==> src/rtl/match_game_pkg.sv <==
// Shared constants for the switch-matching game: FSM encoding, LFSR taps and timing defaults.
package match_game_pkg;

    localparam logic [2:0] S_IDLE   = 3'd0;
    localparam logic [2:0] S_DEAL   = 3'd1;
    localparam logic [2:0] S_PLAY   = 3'd2;
    localparam logic [2:0] S_CHECK  = 3'd3;
    localparam logic [2:0] S_RESULT = 3'd4;

    // Fibonacci taps 16,14,13,11 -> bits 15,13,12,10
    localparam logic [15:0] LFSR_TAPS = 16'hB400;

    localparam int unsigned DEF_CLK_HZ_DIV = 50_000_000;

endpackage

==> src/rtl/match_lfsr.sv <==
// Free-running 16-bit Fibonacci LFSR; shifts left with XOR feedback into bit 0.
module match_lfsr
    import match_game_pkg::*;
#(
    parameter int unsigned       LFSR_W = 16,
    parameter logic [LFSR_W-1:0] SEED   = 16'hACE1
) (
    input  logic              CLOCK_50,
    input  logic              reset,
    output logic [LFSR_W-1:0] q
);

    logic [LFSR_W-1:0] r_q;
    logic              w_fb;

    assign w_fb = ^(r_q & LFSR_TAPS);
    assign q    = r_q;

    always_ff @(posedge CLOCK_50 or posedge reset) begin
        if (reset) begin
            r_q <= SEED;
        end else begin
            r_q <= {r_q[LFSR_W-2:0], w_fb};
        end
    end

endmodule

==> src/rtl/match_round_ctrl.sv <==
// Round controller: deals unbiased random targets, runs the countdown, checks guesses and
// keeps a saturating score and win streak.
module match_round_ctrl
    import match_game_pkg::*;
#(
    parameter int unsigned       N_CH       = 3,
    parameter int unsigned       SYMBOLS    = 3,
    parameter int unsigned       LFSR_W     = 16,
    parameter logic [LFSR_W-1:0] SEED       = 16'hACE1,
    parameter int unsigned       CLK_HZ_DIV = DEF_CLK_HZ_DIV,
    parameter int unsigned       ROUND_SECS = 30,
    parameter int unsigned       SCORE_W    = 8,
    localparam int unsigned      SYM_W      = (SYMBOLS > 2) ? $clog2(SYMBOLS) : 1
) (
    input  logic                  CLOCK_50,
    input  logic                  reset,
    input  logic                  start,
    input  logic                  submit,
    input  logic [N_CH*SYM_W-1:0] guess,
    output logic [N_CH*SYM_W-1:0] target_o,
    output logic [N_CH-1:0]       match_o,
    output logic [5:0]            secs_left_o,
    output logic [SCORE_W-1:0]    score_o,
    output logic [SCORE_W-1:0]    streak_o,
    output logic                  win_o,
    output logic [2:0]            state_o,
    output logic                  busy_o
);

    localparam int unsigned IDX_W = (N_CH > 1) ? $clog2(N_CH) : 1;
    localparam int unsigned PRE_W = (CLK_HZ_DIV > 1) ? $clog2(CLK_HZ_DIV) : 1;
    localparam logic [IDX_W-1:0] LAST_IDX = IDX_W'(N_CH - 1);

    logic [2:0]            r_state;
    logic [2:0]            w_state_nxt;
    logic [IDX_W-1:0]      r_idx;
    logic [N_CH*SYM_W-1:0] r_target;
    logic [N_CH*SYM_W-1:0] r_guess;
    logic [N_CH-1:0]       r_match;
    logic [N_CH-1:0]       w_match;
    logic [5:0]            r_secs;
    logic [PRE_W-1:0]      r_presc;
    logic [SCORE_W-1:0]    r_score;
    logic [SCORE_W-1:0]    r_streak;
    logic                  r_win;

    logic [LFSR_W-1:0]     w_lfsr;
    logic [SYM_W-1:0]      w_cand;
    logic                  w_cand_ok;
    logic                  w_tick;
    logic                  w_unused_lfsr;

    match_lfsr #(
        .LFSR_W (LFSR_W),
        .SEED   (SEED)
    ) u_lfsr (
        .CLOCK_50 (CLOCK_50),
        .reset    (reset),
        .q        (w_lfsr)
    );

    // Rejection sampling: out-of-range candidates are dropped so every symbol is equally likely.
    assign w_cand        = w_lfsr[SYM_W-1:0];
    assign w_cand_ok     = (32'(w_cand) < SYMBOLS);
    assign w_unused_lfsr = ^w_lfsr;
    assign w_tick        = (r_presc == PRE_W'(CLK_HZ_DIV - 1));

    always_comb begin
        w_match = '0;
        for (int k = 0; k < N_CH; k++) begin
            w_match[k] = (r_guess[k*SYM_W +: SYM_W] == r_target[k*SYM_W +: SYM_W]);
        end
    end

    always_comb begin
        w_state_nxt = r_state;
        case (r_state)
            S_IDLE:   if (start) w_state_nxt = S_DEAL;
            S_DEAL:   if (w_cand_ok && (r_idx == LAST_IDX)) w_state_nxt = S_PLAY;
            S_PLAY: begin
                if (submit) begin
                    w_state_nxt = S_CHECK;
                end else if (w_tick && (r_secs == 6'd0)) begin
                    w_state_nxt = S_RESULT;
                end
            end
            S_CHECK:  w_state_nxt = S_RESULT;
            S_RESULT: if (start) w_state_nxt = S_DEAL;
            default:  w_state_nxt = S_IDLE;
        endcase
    end

    always_ff @(posedge CLOCK_50 or posedge reset) begin
        if (reset) begin
            r_state  <= S_IDLE;
            r_idx    <= '0;
            r_target <= '0;
            r_guess  <= '0;
            r_match  <= '0;
            r_secs   <= 6'(ROUND_SECS);
            r_presc  <= '0;
            r_score  <= '0;
            r_streak <= '0;
            r_win    <= 1'b0;
        end else begin
            r_state <= w_state_nxt;
            case (r_state)
                S_IDLE, S_RESULT: begin
                    if (start) begin
                        r_idx    <= '0;
                        r_target <= '0;
                    end
                end
                S_DEAL: begin
                    if (w_cand_ok) begin
                        r_target[r_idx*SYM_W +: SYM_W] <= w_cand;
                        r_idx                          <= r_idx + IDX_W'(1);
                        if (r_idx == LAST_IDX) begin
                            r_secs  <= 6'(ROUND_SECS);
                            r_presc <= '0;
                            r_match <= '0;
                        end
                    end
                end
                S_PLAY: begin
                    r_presc <= w_tick ? '0 : r_presc + PRE_W'(1);
                    // Submit takes priority over a coincident tick, so no decrement then.
                    if (submit) begin
                        r_guess <= guess;
                    end else if (w_tick) begin
                        if (r_secs != 6'd0) begin
                            r_secs <= r_secs - 6'd1;
                        end else begin
                            r_win    <= 1'b0;
                            r_match  <= '0;
                            r_streak <= '0;
                        end
                    end
                end
                S_CHECK: begin
                    r_match <= w_match;
                    r_win   <= &w_match;
                    if (&w_match) begin
                        if (r_score != '1)  r_score  <= r_score + SCORE_W'(1);
                        if (r_streak != '1) r_streak <= r_streak + SCORE_W'(1);
                    end else begin
                        r_streak <= '0;
                    end
                end
                default: ;
            endcase
        end
    end

    assign target_o    = r_target;
    assign match_o     = r_match;
    assign secs_left_o = r_secs;
    assign score_o     = r_score;
    assign streak_o    = r_streak;
    assign win_o       = r_win;
    assign state_o     = r_state;
    assign busy_o      = (r_state == S_DEAL) || (r_state == S_PLAY) || (r_state == S_CHECK);

endmodule

==> config.mk <==
export PLATFORM = sky130hd
export DESIGN_NAME = match_round_ctrl
export DESIGN_NICKNAME = d
export VERILOG_FILES = /design/src/rtl/match_game_pkg.sv /design/src/rtl/match_lfsr.sv /design/src/rtl/match_round_ctrl.sv
export SDC_FILE = /design/constraint.sdc
export NUM_CORES = 1
export LEC_CHECK = 0
export BUFFER_PORTS_ARGS = -buffer_cell sky130_fd_sc_hd__buf_2
export CORE_UTILIZATION = 45
export DETAILED_ROUTE_END_ITERATION = 7
export PLACE_DENSITY = 0.68
export SETUP_SLACK_MARGIN = 0.4
export SLEW_MARGIN = 15
export SYNTH_ARGS = -nofsm -noshare
export SYNTH_HDL_FRONTEND = slang
export SYNTH_SLANG_ARGS = --single-unit
==> constraint.sdc <==
create_clock -name CLOCK_50 -period 2.4 [get_ports CLOCK_50]
set_clock_uncertainty 0.2 [all_clocks]
set_input_delay 0.24 -clock CLOCK_50 [delete_from_list [all_inputs] [get_ports CLOCK_50]]
set_output_delay 0.24 -clock CLOCK_50 [all_outputs]
set_load 0.005 [all_outputs]
==> impl_metrics.json, run 1 <==
{
  "p_switching_mw": 1.830,
  "critPathArrivalTime_ns": 2.47,
  "cap_violations": 0,
  "required_ns": 2.45,
  "power.internal_mw": 3.110,
  "start_util_pct": 47.20,
  "grt_pass1_vias": 3474,
  "postRouteAntennaNets": 0,
  "drc": 0,
  "synth_fa_ha_area_share_pct": 2.385,
  "critPathKind": "register to register",
  "cts.clk_slew.worst_paths_ns": 0.09,
  "async_flop_share_pct": 100.0,
  "fin_crit_sh_pct": 100.6,
  "end_kind": "register",
  "synth_mux_area_share_pct": 3.160,
  "synth_cells": 404,
  "synth_compound_area_share_pct": 11.39,
  "num-fill-cells": 653,
  "utilization_pct": 64.89,
  "status": "complete, but fails checks",
  "rows": 34,
  "cp_max_fo": 5,
  "r2r_slack_ns": -0.01,
  "clkLatencyLatePin_ns": 0.37,
  "hold_depth": 3,
  "synth_area_um2": 4197,
  "gp_congestion": 0.8826,
  "p_leak_nw": 2.477,
  "seq_power_share_pct": 37.3,
  "cts_buffer_depth": 2,
  "wl_per_cell_um": 16.68,
  "place_ws_ns": -0.08799,
  "tightest_slew_ns": 0.7152,
  "avgSynthCellArea_um2": 10.39,
  "drive_gt1_share_pct": 45.25,
  "crit_slowest_cell": "or4_4",
  "syn2layout_area_growth_pct": 37.48,
  "fin_crit_ns": 2.414,
  "cts.sinks": 85,
  "relSlewSlack_pct": 52.22,
  "rsz0062_at_grt": "yes",
  "synthDistinctLibCells": 55,
  "io_buffer_count": 45,
  "drt_iter0_drc": 184,
  "sw_frac_of_total_pct": 37.05,
  "die_h_um": 98.57,
  "fp.dieW_um": 98.57,
  "grt_pass1_wl_um": 16550,
  "grt_usage_pct": 21.68,
  "power.density_nw_per_um2": 856.3,
  "via_count": 3659,
  "synth_xor_area_share_pct": 6.052,
  "max_freq_mhz": 414.2,
  "hold_viol": 0,
  "antenna_found_initial": 0,
  "avgViaCountPerCell": 5.771,
  "reg2reg_depth": 7,
  "firstDrtPassIters": 5,
  "report.final.slew_viol_count": 0,
  "combPwrFrac_pct": 40.9,
  "clkPwrFrac_pct": 21.8,
  "globalRoute.totalOverflow": 0,
  "diodes": 0,
  "synth_fp_nets": 422,
  "path_cells": "or4_4 -> nor4_4 -> buf_4 -> a21oi_4 -> nor2_4 -> clkbuf_16 -> a21oi_2",
  "tritoncts": "built",
  "synth_top_family_by_area": "simple AND/OR/NAND/NOR gates",
  "final_nets": 539,
  "core_um2": 8891,
  "seq_area_frac_synth_pct": 51.04,
  "setup_tns_ns": -0.09535,
  "synth_edf_count": 0,
  "yosys.area_share.simple_pct": 23.08,
  "ys_ff_latch": 85,
  "setup.worst_path.start_class": "register",
  "io_pins": 46,
  "ys.warnings.count": 0,
  "die-area_um2": 9716,
  "grt_max_degree": 40,
  "max_stage_delay_ns": 0.51,
  "synth_flop_cell": "dfrtp_1",
  "cts_buffers": 9,
  "wl_um": 10570,
  "violations": "negative setup slack",
  "setup_viol": 11,
  "dp_hpwl_um": 6502,
  "htreeDepth": 3,
  "hold_path.class": "input port to register",
  "ir_drop_uv": 356.8,
  "final.setup.worst_slack_ns": -0.01446,
  "root_buffer": "clkbuf_8"
}
## state kept, by name, indices dropped and copies added, names as in the netlist
| register | flops |
|---|---|
| match_o | 3 |
| r_guess | 6 |
| r_idx | 2 |
| r_presc | 26 |
| score_o | 8 |
| secs_left_o | 6 |
| state_o | 3 |
| streak_o | 8 |
| target_o | 6 |
| u_lfsr.q | 16 |
| win_o | 1 |
## cell usage after synthesis (3+ instances only)
master | instances | area share (%)
mux2_2 | 10 | 2.7
a32o_1 | 4 | 0.95
nand3_1 | 26 | 3.1
nand4_1 | 15 | 2.2
or2_2 | 3 | 0.45
xnor2_1 | 27 | 5.6
or4_1 | 8 | 1.4
dfstp_2 | 12 | 7.5
nor4_1 | 8 | 1.2
and2_1 | 7 | 1.0
a22o_1 | 9 | 1.9
nand2_1 | 25 | 2.2
a21oi_2 | 7 | 1.5
dfrtp_1 | 73 | 44
nor2b_1 | 4 | 0.60
ha_1 | 8 | 2.4
o21ai_0 | 24 | 2.9
nor3_1 | 11 | 1.3
nor4b_1 | 4 | 0.83
clkbuf_1 | 7 | 0.63
nor2_1 | 29 | 2.6
inv_1 | 15 | 1.3
or3_1 | 11 | 1.6
a21oi_1 | 9 | 1.1
and3_1 | 6 | 0.89
## repair_timing
item | CTS | global route
hold buffers | 8 | 0
buffers inserted | 25 | 9
cloned | 2 | 3
resized for setup | 35 | 55
pin swaps | 17 | 9
hold endpoints to repair | 34 | 0
endpoints found under the setup margin | 63 | 65
## critical path: cells and delay by family (launching register included)
family | cells | cell delay [ns]
simple gates | 3 | 1.13
flops | 1 | 0.46
buf+inv | 2 | 0.40
compound gates | 2 | 0.12
## power groups by stage
stage               logic [mW]  registers (mW)  clock network, mW
floorplan                 1.07            1.82                  0
global placement          1.51            1.86                  0
detailed placement        1.53            1.86                  0
CTS                       1.72            1.83               1.11
global route              2.20            1.88               1.17
finish                    2.02            1.84               1.08
## final cells by class
class                   instances  area [µm²]  share of cell area, %
clock buffers                   9       123.9                  2.147
clock inverters                 7       86.33                  1.496
inverters                      15       60.06                  1.041
multi-input cells             293        2313                  40.10
flip-flops and latches         85        2148                  37.24
well taps                     108       135.1                  2.342
repair buffers                117       902.1                  15.64
## path summary, 6_finish.rpt
check                            start           end
hold reg to reg            u_lfsr.q[4]   u_lfsr.q[5]
min in group asynchronous        reset   u_lfsr.q[8]
setup / recovery            r_presc[7]   r_presc[17]
setup reg to reg            r_presc[7]   r_presc[17]
max in group asynchronous        reset  u_lfsr.q[15]
hold / removal                  submit    state_o[0]
## logic make-up (layout without fill, tap and decap cells)
| group | after synthesis | count (layout) |
|---|---|---|
| DFF | 85 | 85 |
| buffers and inverters | 28 | 148 |
| AOI/OAI and AO/OA | 69 | 69 |
| and+or+nand+nor | 173 | 175 |
| xor gates and xnor gates | 29 | 29 |
| adders and majority gates | 8 | 8 |
| muxes | 12 | 12 |
## stage by stage
| stage | std cells | area, µm² | hold WS, ns | power (mW) |
|---|---|---|---|---|
| after floorplan | 404 | 4352 | 0.1240 | 2.894 |
| final | 634 | 5769 | 0.06399 | 4.940 |
| after global routing | 634 | 5769 | 0.07126 | 5.247 |
| after CTS | 622 | 5465 | 0.02954 | 4.663 |
| after global placement | 571 | 4850 | 0.1366 | 3.365 |
| after detailed placement | 571 | 4850 | 0.1355 | 3.394 |
## cell usage in the layout (no fill, tap or decap), drive strengths merged, types with 16 or more instances in the layout
cell type | synthesis | final
nand4 | 16 | 16
nand2 | 25 | 25
dfrtp | 73 | 73
nand3 | 26 | 26
a21oi | 16 | 16
xnor2 | 27 | 27
nor2 | 29 | 29
inv | 15 | 19
buf | 4 | 107
o21ai | 24 | 24
## routing by layer
metal	track usage [%]	part of all wire, %	vias up
met5	0	0	-
met2	36.73	49	132
met3	6.241	6.1	30
met1	26.20	42	1777
met4	8.381	2.7	0
li1	-	-	1720
Power figures use the tool's default switching activity.
==> inputs of run 2 (changes only) <==
clock period = 2 ns   (was 2.4 ns; I/O delays follow)
==> run 2 against run 1 <==
  * The flow still finishes with violations (negative setup slack)
  * Core utilization increased by 7.9 points
  * Cell area increased by 12%
  * Count of clock-buffer cells in the layout unchanged
  * Routed wire length increased by 13%
  * Critical path type unchanged
  * Combinational power increased by 74%
  * Fmax increased by 0.82%
  * Non-clock buffer count increased by 64
  * Critical path depth unchanged
  * Setup slack got worse by 0.38 ns
  * Register-to-register slack got worse by 0.38 ns
==> impl_metrics.json, run 2 (synthesis gave the netlist of run 1 again) <==
{
  "cts.sinks": 85,
  "crit_slowest_cell": "or4_4",
  "layout_commonest_cell": "buf_4",
  "grt_pass1_wl_um": 19010,
  "avgViaCountPerCell": 5.572,
  "htreeDepth": 3,
  "path_cells": "buf_6 -> buf_6 -> nor4b_4 -> nand4_1 -> o41a_1 -> or4_4 -> nand2_2",
  "p_leak_nw": 2.871,
  "wl_met3_um": 538,
  "setup_tns_ns": -13.43,
  "r2r_start": "r_presc[7]",
  "fin_crit_ns": 2.395,
  "hold_viol": 0,
  "gp_congestion": 0.8982,
  "holdCritStartpoint": "start",
  "io_buffer_count": 45,
  "grt_max_degree": 43,
  "report.final.slew_viol_count": 0,
  "top_layer_used": "met4",
  "grt_usage_pct": 25.00,
  "globalRoute.totalOverflow": 0,
  "io_pins": 46,
  "drive_gt1_share_pct": 52.29,
  "cp_max_fo": 5,
  "violations": "negative setup slack",
  "diodes": 0,
  "met1_length_um": 4959,
  "critPathKind": "register to register",
  "cpMostUsedCell": "buf_6",
  "required_ns": 2.11,
  "antenna_found_initial": 0,
  "power.density_nw_per_um2": 1068,
  "syn2layout_area_growth_pct": 54.14,
  "wl_um": 11940,
  "setup.worst_path.start_class": "register",
  "tritoncts": "built",
  "root_buffer": "clkbuf_8",
  "clkLatencyLatePin_ns": 0.37,
  "rows": 34,
  "rsz0062_at_grt": "yes",
  "fp.dieW_um": 98.57,
  "place_ws_ns": -0.3911,
  "utilization_pct": 72.76,
  "max_stage_delay_ns": 0.56,
  "hold_path.class": "input port to register",
  "start_util_pct": 47.20,
  "drt_iter0_drc": 118,
  "layout_common_cells": "buf_4 (94), dfrtp_1 (71), buf_2 (44)",
  "firstDrtPassIters": 4,
  "end_kind": "register",
  "cap_violations": 0,
  "largest-register": "r_presc",
  "fin_crit_sh_pct": 119.7,
  "final.setup.worst_slack_ns": -0.3949,
  "via_count": 3884,
  "wl_per_cell_um": 17.12,
  "wl_met2_um": 6227,
  "cts_buffer_depth": 2,
  "core_um2": 8891,
  "grt_pass1_vias": 3926,
  "dp_hpwl_um": 7605,
  "setup_viol": 45,
  "crit_start": "r_presc[7]",
  "die_h_um": 98.57,
  "largest_reg_flops": 26,
  "cts_buffers": 9,
  "status": "complete, but fails checks",
  "final_nets": 603,
  "ir_drop_uv": 540.6,
  "tightest_slew_ns": 0.4419,
  "postRouteAntennaNets": 0,
  "max_freq_mhz": 417.6,
  "die-area_um2": 9716,
  "relSlewSlack_pct": 70.48,
  "cts.clk_slew.worst_paths_ns": 0.09,
  "total_power_mw": 6.906,
  "critPathArrivalTime_ns": 2.51,
  "drc": 0
}
-- run 2: changes by cell type in the layout (fill, tap and decap cells not counted), sizes merged --
| cell | before | now |
|---|---|---|
| buf | 107 | 171 |
| clkinv | 0 | 1 |
| inv | 19 | 16 |
| clkinvlp | 2 | 3 |
-- run 2: worst max-delay path, delay by kind of cell, from the launching register on --
kind | cells | cell delay, ns
buffers and inverters | 2 | 0.26
DFF | 1 | 0.45
AOI/OAI and AO/OA | 1 | 0.51
and+or+nand+nor | 4 | 0.92
-- run 2: report_power, final --
part	internal (mW)	total [mW]	switching [mW]
clock network	0.580	1.23	0.652
logic	1.85	3.51	1.66
registers	1.96	2.16	0.199
total	4.39	6.91	2.51
-- run 2: area by class of cell --
class	count	area, µm²
Clock buffer	9	123.9
Clock inverter	6	71.32
Fill cell	598	2422
Inverter	15	60.06
Multi-Input combinational cell	293	2447
Sequential cell	85	2145
Tap cell	108	135.1
Timing Repair Buffer	181	1486
-- run 2: worst paths after layout --
path / end / depth (start not counted) / slack (ns)
worst max-delay path: secs_left_o[5] / 7 / -0.39
min in group asynchronous: r_presc[22] / 3 / 0.17
max in group asynchronous: u_lfsr.q[15] / 4 / 0.84
worst max register to register: secs_left_o[5] / 7 / -0.39
worst min-delay path: state_o[0] / 4 / 0.07
worst min register to register: u_lfsr.q[7] / 0 / 0.16
-- run 2: through the flow --
step / hold WS (ns) / cells / instance area, µm²
finish: 0.07043 / 697 / 6469
global route: 0.07807 / 697 / 6469
CTS: 0.08745 / 688 / 6198
detailed placement: 0.03585 / 635 / 5421
global placement: 0.02993 / 635 / 5421
floorplan: 0.08403 / 404 / 4471
-- run 2: what timing repair did --
item,CTS,global route
endpoints found under the setup margin,69,72
pin swaps,31,22
hold buffers,8,0
hold endpoints to repair,80,0
buffers inserted,27,7
gates cloned,3,2
gates resized for setup,65,43
-- run 2: per-layer routing --
layer	vias to the layer above	track usage [%]
li1	1843	-
met4	0	6.659
met2	103	45.88
met1	1917	29.33
met3	21	5.816
met5	-	0
==> inputs of run 3 (changes only) <==
CORE_UTILIZATION = 25   (was 45)
PLACE_DENSITY = 0.44   (was 0.68)
==> run 3 against run 2 <==
  * The run still ends with negative setup slack left
  * Setup slack worse by 0.051 ns
  * Routed wire length is 4.5% higher
  * Final cell count up 18%
  * Critical path depth unchanged
  * Combinational power increased by 4%
  * Die area grew 78%
  * Core utilization shrank 31 points
  * Sequential power hardly changed
  * Worst hold slack improved by 0.017 ns
  * Non-clock buffer count rose by 15
  * Critical endpoint is now r_presc[25]
  * Largest cell class unchanged
==> impl_metrics.json, run 3 (synthesis gave the netlist of run 1 again) <==
{
  "dp.cells": 759,
  "fin_crit_sh_pct": 122.3,
  "cpMostUsedCell": "or4_4",
  "antenna_found_initial": 0,
  "tightest_slew_ns": 0.6149,
  "globalRoute.totalOverflow": 0,
  "cts_buffers": 9,
  "cap_violations": 0,
  "largest_reg_flops": 26,
  "grt_pass1_vias": 4067,
  "path_cells": "buf_6 -> buf_6 -> nand4_1 -> or4_4 -> or4_4 -> or4_4 -> a21oi_2",
  "die-area_um2": 17310,
  "status": "complete, but fails checks",
  "final-seq-area_um2": 2145,
  "io_buffer_count": 45,
  "fin_area_um2": 6848,
  "hold_viol": 0,
  "core_um2": 16470,
  "end_kind": "register",
  "root_buffer": "clkbuf_16",
  "p_leak_nw": 3.005,
  "htreeDepth": 3,
  "io_pins": 46,
  "grt_usage_pct": 15.07,
  "drc": 0,
  "place_ws_ns": -0.4232,
  "setup.worst_path.start_class": "register",
  "gp_congestion": 0.7814,
  "wl_um": 12480,
  "final_nets": 618,
  "final.setup.worst_slack_ns": -0.4459,
  "wl_per_cell_um": 15.13,
  "violations": "negative setup slack",
  "fin_crit_ns": 2.446,
  "cts_buffer_depth": 2,
  "firstDrtPassIters": 4,
  "via_count": 3872,
  "instances_no_fill": 825,
  "num-fill-cells": 1599,
  "place_area_um2": 5664,
  "total_power_mw": 7.413,
  "drive_gt1_share_pct": 53.72,
  "grt_pass1_wl_um": 20680,
  "diodes": 0,
  "max_freq_mhz": 408.9,
  "rsz0062_at_grt": "yes",
  "relSlewSlack_pct": 58.92,
  "largest-register": "r_presc",
  "required_ns": 2.08,
  "ir_drop_uv": 551.2,
  "setup_viol": 45,
  "cp_max_fo": 6,
  "crit_slowest_cell": "or4_4",
  "syn2layout_area_growth_pct": 63.18,
  "cts.clk_slew.worst_paths_ns": 0.07,
  "hold_path.class": "input port to register",
  "drt_iter0_drc": 212,
  "power.density_nw_per_um2": 1083,
  "cts.sinks": 85,
  "max_stage_delay_ns": 0.47,
  "start_util_pct": 25.49,
  "grt_max_degree": 32,
  "critPathArrivalTime_ns": 2.53,
  "dp_hpwl_um": 8259,
  "layout_commonest_cell": "buf_4",
  "r2r_slack_ns": -0.45,
  "tritoncts": "built",
  "postRouteAntennaNets": 0,
  "clkLatencyLatePin_ns": 0.35,
  "utilization_pct": 41.59,
  "avgViaCountPerCell": 4.693,
  "multi_input_area_um2": 2469,
  "fp.dieW_um": 131.6,
  "report.final.slew_viol_count": 0,
  "die_h_um": 131.6,
  "critPathKind": "register to register",
  "rows": 47,
  "layout_common_cells": "buf_4 (105), dfrtp_1 (71), buf_2 (43)"
}
==> run 3: worst max-delay path: cells and delay by family (launching register included) <==
kind	cells	cell delay, ns
AND/OR/NAND/NOR	4	1.47
flip-flops	1	0.38
AO/OA/AOI/OAI	1	0.12
buffers and inverters	2	0.20
==> run 3: metal layers <==
metal  part of all wire [%]  GRT usage [%]
met2                     49          25.13
met4                    2.4          6.202
met1                     44          18.23
met3                    4.4          4.167
met5                      0              0
==> run 3: repair_timing <==
item | in CTS | in global routing
cloned | 4 | 1
hold endpoints to repair | 26 | 0
hold buffers | 8 | 0
pin swaps | 35 | 27
endpoints found under the setup margin | 71 | 72
setup buffers | 26 | 11
gates resized for setup | 81 | 33
==> run 3: area by class of cell <==
class,count,area share [%]
Clock inverter,6,0.6760
Timing Repair Buffer,196,23.72
Tap cell,220,4.020
Sequential cell,85,31.32
Inverter,15,0.8770
Multi-Input combinational cell,293,36.05
Clock buffer,10,3.344
==> run 3: power by group <==
part           switching [mW]  internal [mW]
clock network           0.748          0.851
registers               0.188           1.97
logic                    1.69           1.97
==> run 3: worst paths after layout <==
kind	start	depth (start not counted)	to
worst max-delay path	r_presc[11]	7	r_presc[25]
worst min-delay path	start	4	state_o[0]
worst max register to register	r_presc[11]	7	r_presc[25]
worst min register to register	u_lfsr.q[9]	0	u_lfsr.q[10]
max in group asynchronous	reset	4	secs_left_o[2]
min in group asynchronous	reset	3	u_lfsr.q[12]
==> run 3: per-stage QoR <==
step	TNS, ns	hold slack [ns]
3_3_place_gp	-10.37	0.1094
5_1_grt	-18.21	0.1529
4_1_cts	-12.15	0.05469
6_report	-14.33	0.08759
2_1_floorplan	-7.611	0.08403
3_5_place_dp	-11.67	0.1184
